<file path="config.mk">
export PLATFORM = sky130hd
export DESIGN_NAME = clk_div_ctrl
export DESIGN_NICKNAME = d
export VERILOG_FILES = /design/src/rtl/clk_div_ctrl_pkg.sv /design/src/rtl/clk_div_ctrl_counter.sv /design/src/rtl/clk_div_ctrl.sv
export SDC_FILE = /design/constraint.sdc
export NUM_CORES = 1
export LEC_CHECK = 0
export CORE_UTILIZATION = 50
export CTS_CLUSTER_SIZE = 8
export DETAILED_ROUTE_END_ITERATION = 16
export PLACE_DENSITY = 0.89
export SLEW_MARGIN = 40
export SYNTH_ARGS = -nofsm -noshare
export SYNTH_HDL_FRONTEND = slang
export SYNTH_SLANG_ARGS = --single-unit
export TNS_END_PERCENT = 5
</file>
<file path="constraint.sdc">
create_clock -name clk_i -period 3.95 [get_ports clk_i]
set_input_delay 0.9875 -clock clk_i [delete_from_list [all_inputs] [get_ports clk_i]]
set_output_delay 0.9875 -clock clk_i [all_outputs]
set_load 0.02 [all_outputs]
</file>
<file path="src/rtl/clk_div_ctrl_pkg.sv">
// Shared types for the clock divider configuration sequencer.
package clk_div_ctrl_pkg;

  localparam int unsigned DIV_VALUE_WIDTH_DEF = 8;

  typedef logic [DIV_VALUE_WIDTH_DEF-1:0] div_value_t;

  typedef enum logic [1:0] {
    IDLE  = 2'd0,
    QUIET = 2'd1,
    LOAD  = 2'd2
  } state_e;

  // Width needed to hold a count of 0..q.
  function automatic int unsigned cnt_width(input int unsigned q);
    return (q < 1) ? 1 : $clog2(q + 1);
  endfunction

endpackage

</file>
<file path="src/rtl/clk_div_ctrl_counter.sv">
// Loadable up/down counter used for the quiet-period countdown.
module clk_div_ctrl_counter #(
  parameter int unsigned WIDTH = 4
) (
  input  logic             clk_i,
  input  logic             rst_ni,
  input  logic             clear_i,
  input  logic             en_i,
  input  logic             load_i,
  input  logic             down_i,
  input  logic [WIDTH-1:0] d_i,
  output logic [WIDTH-1:0] q_o
);

  logic [WIDTH-1:0] q_q;

  always_ff @(posedge clk_i or negedge rst_ni) begin
    if (!rst_ni) begin
      q_q <= '0;
    end else if (clear_i) begin
      q_q <= '0;
    end else if (load_i) begin
      q_q <= d_i;
    end else if (en_i) begin
      q_q <= down_i ? (q_q - WIDTH'(1)) : (q_q + WIDTH'(1));
    end
  end

  assign q_o = q_q;

endmodule

</file>
<file path="src/rtl/clk_div_ctrl.sv">
// Gates the divider, waits a quiet period, then hands over a new divide value.
module clk_div_ctrl
  import clk_div_ctrl_pkg::*;
#(
  parameter int unsigned DIV_VALUE_WIDTH   = DIV_VALUE_WIDTH_DEF,
  parameter int unsigned DEFAULT_DIV_VALUE = 1,
  parameter int unsigned QUIET_CYCLES      = 4
) (
  input  logic                       clk_i,
  input  logic                       rst_ni,
  input  logic                       en_i,
  input  logic [DIV_VALUE_WIDTH-1:0] cfg_div_i,
  input  logic                       cfg_valid_i,
  output logic                       cfg_ready_o,
  output logic                       cfg_err_o,
  output logic [DIV_VALUE_WIDTH-1:0] div_o,
  output logic                       div_valid_o,
  input  logic                       div_ready_i,
  output logic                       div_en_o,
  output logic [DIV_VALUE_WIDTH-1:0] cur_div_o,
  output logic                       busy_o
);

  if (DEFAULT_DIV_VALUE == 0) begin : g_bad_default
    $error("clk_div_ctrl: DEFAULT_DIV_VALUE must be nonzero");
  end
  if (QUIET_CYCLES == 0) begin : g_bad_quiet
    $error("clk_div_ctrl: QUIET_CYCLES must be at least 1");
  end

  localparam int unsigned CNT_W = cnt_width(QUIET_CYCLES);
  localparam logic [CNT_W-1:0] QUIET_LOAD = CNT_W'(QUIET_CYCLES - 1);
  localparam logic [DIV_VALUE_WIDTH-1:0] DEF_DIV = DIV_VALUE_WIDTH'(DEFAULT_DIV_VALUE);

  state_e                     state_q, state_d;
  logic [DIV_VALUE_WIDTH-1:0] pend_q;
  logic [DIV_VALUE_WIDTH-1:0] cur_q;
  logic                       div_en_q;
  logic                       err_q;
  logic [CNT_W-1:0]           cnt_q;

  logic req_fire;
  logic req_zero;
  logic req_same;
  logic req_change;
  logic cnt_zero;
  logic handover;

  assign req_fire   = (state_q == IDLE) && cfg_valid_i;
  assign req_zero   = (cfg_div_i == '0);
  assign req_same   = (cfg_div_i == cur_q);
  assign req_change = req_fire && !req_zero && !req_same;
  assign cnt_zero   = (cnt_q == '0);
  assign handover   = (state_q == LOAD) && div_ready_i;

  clk_div_ctrl_counter #(
    .WIDTH (CNT_W)
  ) u_quiet_cnt (
    .clk_i   (clk_i),
    .rst_ni  (rst_ni),
    .clear_i (1'b0),
    .en_i    ((state_q == QUIET) && !cnt_zero),
    .load_i  (req_change),
    .down_i  (1'b1),
    .d_i     (QUIET_LOAD),
    .q_o     (cnt_q)
  );

  always_ff @(posedge clk_i or negedge rst_ni) begin
    if (!rst_ni) begin
      state_q <= IDLE;
    end else begin
      state_q <= state_d;
    end
  end

  always_comb begin
    state_d = state_q;
    unique case (state_q)
      IDLE:    if (req_change) state_d = QUIET;
      QUIET:   if (cnt_zero)   state_d = LOAD;
      LOAD:    if (div_ready_i) state_d = IDLE;
      default: state_d = IDLE;
    endcase
  end

  // Enable follows en_i only in an undisturbed IDLE cycle; a change request gates it at once.
  always_ff @(posedge clk_i or negedge rst_ni) begin
    if (!rst_ni) begin
      pend_q   <= DEF_DIV;
      cur_q    <= DEF_DIV;
      div_en_q <= 1'b0;
      err_q    <= 1'b0;
    end else begin
      div_en_q <= ((state_q == IDLE) && !req_change) ? en_i : 1'b0;
      err_q    <= req_fire && req_zero;
      if (req_change) begin
        pend_q <= cfg_div_i;
      end
      if (handover) begin
        cur_q <= pend_q;
      end
    end
  end

  assign cfg_ready_o = (state_q == IDLE);
  assign busy_o      = (state_q != IDLE);
  assign div_valid_o = (state_q == LOAD);
  assign div_o       = (state_q == LOAD) ? pend_q : cur_q;
  assign div_en_o    = div_en_q;
  assign cur_div_o   = cur_q;
  assign cfg_err_o   = err_q;

endmodule

</file>
Word level (Yosys, flattened, before mapping)
Cells that the tools add are included.
{"block": "word_totals", "ff_bits": 23, "elab_cells": 38, "output_inout_bits": 21}
{"block": "op_classes", "add_sub_neg": 1, "n_eq_ne": 6, "n_mux": 8, "n_reduce_logical": 17}
{"cell": "$eq 8x8->1", "n": 1}
{"cell": "$logic_not 8->1", "n": 1}
{"cell": "$mux 8", "n": 1}
{"cell": "$logic_and 1x1->1", "n": 7}
{"cell": "$mux 2", "n": 3}
{"cell": "$mux 3", "n": 2}
{"cell": "$pmux 2 s3", "n": 1}
{"cell": "$logic_not 1->1", "n": 4}
{"cell": "$ne 2x1->1 const B", "n": 2}
{"cell": "$reduce_bool 2->1", "n": 2}
{"cell": "$logic_not 3->1", "n": 1}
{"cell": "$reduce_and 3->1", "n": 1}
{"cell": "$sub 3x1->3 const B", "n": 1}
{"cell": "$eq 2x1->1 const B", "n": 1}
{"cell": "$eq 2x2->1 const B", "n": 1}
{"cell": "$logic_not 2->1", "n": 1}
{"cell": "$ne 2x2->1 const B", "n": 1}
{"cell": "$mux 1", "n": 1}

Longest topological paths before layout
{"block": "logic_depth", "depth_word": 7, "ltp_mapped": 6, "mapped_depth_nobuf": 6}

Cells and area by module
Synthesis repeated with hierarchy kept, for this count alone.
{"block": "unflattened", "hier_cells": 98, "area_unflattened_um2": 1226.2}
{"mod": "clk_div_ctrl", "area_per_inst_um2": 1033.5, "n_inst": 1, "cells_per_inst": 77}
{"mod": "clk_div_ctrl_counter", "area_per_inst_um2": 192.7, "n_inst": 1, "cells_per_inst": 21}

Least setup slack after synthesis
Ideal clock, no wire load.
{"block": "synth_timing", "path_type": "flip-flop to output port", "from": "reg state_q[1]", "to": "out div_o[0]", "stages_incl_launch_ff": 4, "arrival_ns": 1.312, "path_slack_ns": 1.650, "path_buffers": 1, "t_required_ns": 2.963, "cell_sequence": "dfrtp_1 -> nor2b_1 -> buf_2 -> mux2_2"}
{"block": "synth_between", "elab_chain_cells": 2}
{"element": "from (decl)", "line_no": "clk_div_ctrl.sv:35", "text": "state_e state_q, state_d;"}
{"element": "from (signal assigned)", "line_no": "clk_div_ctrl.sv:73", "text": "state_q <= state_d;"}
{"element": "$eq 2x2->1"}
{"element": "named net div_valid_o", "line_no": "clk_div_ctrl.sv:17", "text": "output logic div_valid_o,"}
{"element": "$mux 8", "line_no": "clk_div_ctrl.sv:109", "text": "assign div_o = (state_q == LOAD) ? pend_q : cur_q;"}
{"element": "to (decl)", "line_no": "clk_div_ctrl.sv:16", "text": "output logic [DIV_VALUE_WIDTH-1:0] div_o,"}
The timed path passes the listed nets, and every way through them passes these cells.

Final worst setup path
{"block": "layout_timing", "from": "reg state_q[1]", "to": "out div_o[0]"}
{"block": "layout_between", "elab_chain_cells": 2}
{"element": "$eq 2x2->1", "line_no": "clk_div_ctrl.sv:109"}
{"element": "$mux 8", "line_no": "clk_div_ctrl.sv:109"}
No other way between the ends.

==> results.json <==
{
  "arrival_ns": 2.06,
  "relSlewSlack_pct": 66.7,
  "synth_top_area_share_pct": 44.9,
  "post_cts_resized": 0,
  "grt_pass1_vias": 840,
  "cts-htree-levels": 1,
  "rsz0062_at_grt": "no",
  "dp.cells": 148,
  "cap_violations": 0,
  "clk_pin_slew_ns": 0.12,
  "critPathCaptureType": "output port",
  "grt_max_degree": 24,
  "core_area_mm2": 0.00221,
  "postCtsSetupBuffers": 0,
  "ys_ff_latch": 23,
  "drive_above_1_share_pct": 29.0,
  "p_sw_uw": 510,
  "syn_area_mm2": 0.00117,
  "fin_crit_sh_pct": 77.0,
  "gr-total-overflow": 0,
  "outcome": "complete, no violations",
  "seq_area_frac_synth_pct": 49.4,
  "via_per_inst": 5.23,
  "combPwrFrac_pct": 56.3,
  "syn-num-nets": 103,
  "cts_root_buf": "clkbuf_4",
  "clock_path_buffers": 2,
  "top_level_ports": 34,
  "fp.dieW_um": 50.4,
  "start_util_pct": 52.9,
  "whs_ns": 0.558,
  "ys_types": 22,
  "clkPwrFrac_pct": 8.5,
  "hp-class": "flop to flop",
  "grt_antenna_before_repair": 0,
  "layout_common_cells": "clkdlybuf4s50_1, dfrtp_1, mux2_2",
  "cp.required_ns": 2.96,
  "area_delta_synth_final_pct": 32.4,
  "cts.sinks": 23,
  "place_congestion": 0.810,
  "hold_viol_final": 0,
  "avgRoutedWirePerCell_um": 15.4,
  "cp_max_fo": 11,
  "cts_tree": "built",
  "fin_area_mm2": 0.00155,
  "power_density_mw_per_mm2": 840,
  "switching_share_pct": 39.2,
  "final_cells": 152,
  "numCtsBuffers": 3,
  "grt.total_usage_pct": 21.1,
  "yosysTopAreaCell": "dfrtp_1",
  "setup_viol": 0,
  "syn_inst": 88,
  "slew_viol_final": 0,
  "layout_commonest_cell": "clkdlybuf4s50_1",
  "vias": 795,
  "seq_power_share_pct": 35.2,
  "placed_area_mm2": 0.00152,
  "grt_pass1_wl_um": 3840,
  "yosysWarnings": 0,
  "fin_crit_ns": 3.04,
  "antenna_left": 0,
  "fin_worst_skew_ns": 0.00588,
  "clk_latency_ns": 0.31,
  "drt-total-wl_um": 2340,
  "path_class": "flop to output port",
  "portBuffers": 33,
  "synth.area.top_cells": "dfrtp_1, mux2_2, xnor2_1, mux2_4, dfstp_2",
  "fmax_mhz": 329,
  "critPathLaunchType": "flop",
  "fin_tns_setup_ns": 0,
  "ir_drop_uv": 520,
  "remaining_drc_errors": 0,
  "nNetsFinal": 140,
  "initialDrtViolationCount": 9,
  "num_antenna_cells": 0,
  "intPower_uw": 792,
  "dp_hpwl_um": 1780,
  "dieArea_mm2": 0.00254,
  "cts_hold_buf": 0,
  "p_leak_nw": 0.671,
  "num_rows": 17,
  "dr.pass1.iters": 4,
  "avgSynthCellArea_um2": 13.3,
  "tightest_slew_ns": 0.499,
  "fp.dieH_um": 50.4
}
## sequential cells by signal, indices dropped and copies added (netlist names)
register and flops:
cfg_err_o 1, cur_div_o 8, pend_q 8, u_quiet_cnt.q_o 3, state_q 2, div_en_o 1
## cells by family (layout without fill, tap and decap cells)
| logic type | after synthesis | after routing | share of synthesized area [%] |
|---|---|---|---|
| buffers and inverters | 6 | 42 | 2.67 |
| muxes | 24 | 24 | 24.7 |
| DFF | 23 | 23 | 49.4 |
| xor gates and xnor gates | 10 | 10 | 7.48 |
| and+or+nand+nor | 20 | 20 | 10.0 |
| AOI/OAI and AO/OA | 3 | 3 | 3.63 |
| adders and majority gates | 2 | 2 | 2.14 |
## power by group through the flow
stage          Combinational [mW]  Sequential (mW)  Clock [mW]
2_1_floorplan               0.419            0.485           0
3_3_place_gp                0.713            0.455           0
3_5_place_dp                0.737            0.462           0
4_1_cts                     0.741            0.458       0.110
5_1_grt                     0.784            0.475       0.123
6_report                    0.732            0.458       0.111
## worst paths after layout
check / startpoint / end / slack, ns / cells after the start
min in group asynchronous: rst_ni / cur_div_o[7] / 0.61 / 1
max in group asynchronous: rst_ni / cur_div_o[0] / 2.98 / 1
worst min-delay path: u_quiet_cnt.q_o[1] / u_quiet_cnt.q_o[1] / 0.56 / 2
worst min register to register: u_quiet_cnt.q_o[1] / u_quiet_cnt.q_o[1] / 0.56 / 2
worst max register to register: cur_div_o[0] / pend_q[1] / 2.14 / 4
worst max-delay path: state_q[1] / div_o[0] / 0.91 / 4
## Yosys cell counts, drive strengths merged
cell type and n:
nand4 2, o2111ai 1, nor4 2, and3 1
nand2 7, o211ai 1, mux2 24, dfrtp 21
dfstp 2, nand3 1, a22o 1, xnor2 10
buf 2, nand2b 1, nor2b 2, and2 1
nor2 3, inv 4, ha 2
## metal layers
metal  vias to the layer above  global-route usage (%)  routed length, um
li1                        378                       -                  -
met1                       391                    26.6               1050
met2                        21                    33.8               1170
met3                         5                    4.55                 80
met4                         0                    11.1                 42
met5                         -                       0                  0
## critical path, cell delays in order (launching register included)
cell,delay [ns]
dfrtp_1,0.49
nor2b_1,0.16
buf_4,0.20
mux2_2,0.35
clkdlybuf4s50_1,0.54
## cell type report
| type | instances | area (um2) |
|---|---|---|
| Multi-Input combinational cell | 59 | 562 |
| Clock inverter | 1 | 5.00 |
| Sequential cell | 23 | 578 |
| Inverter | 4 | 15.0 |
| Clock buffer | 3 | 22.5 |
| Timing Repair Buffer | 34 | 333 |
| Fill cell | 161 | 662 |
| Tap cell | 28 | 35.0 |
## metrics by stage
stage | total power, mW | utilization, % | setup slack, ns
finish | 1.30 | 70.1 | 0.907
global route | 1.38 | 70.1 | 0.797
CTS | 1.31 | 70.1 | 0.885
detailed placement | 1.20 | 68.8 | 1.11
global placement | 1.17 | 69.1 | 1.15
floorplan | 0.903 | - | 1.65
No activity file was read; power rests on OpenSTA's default activity.
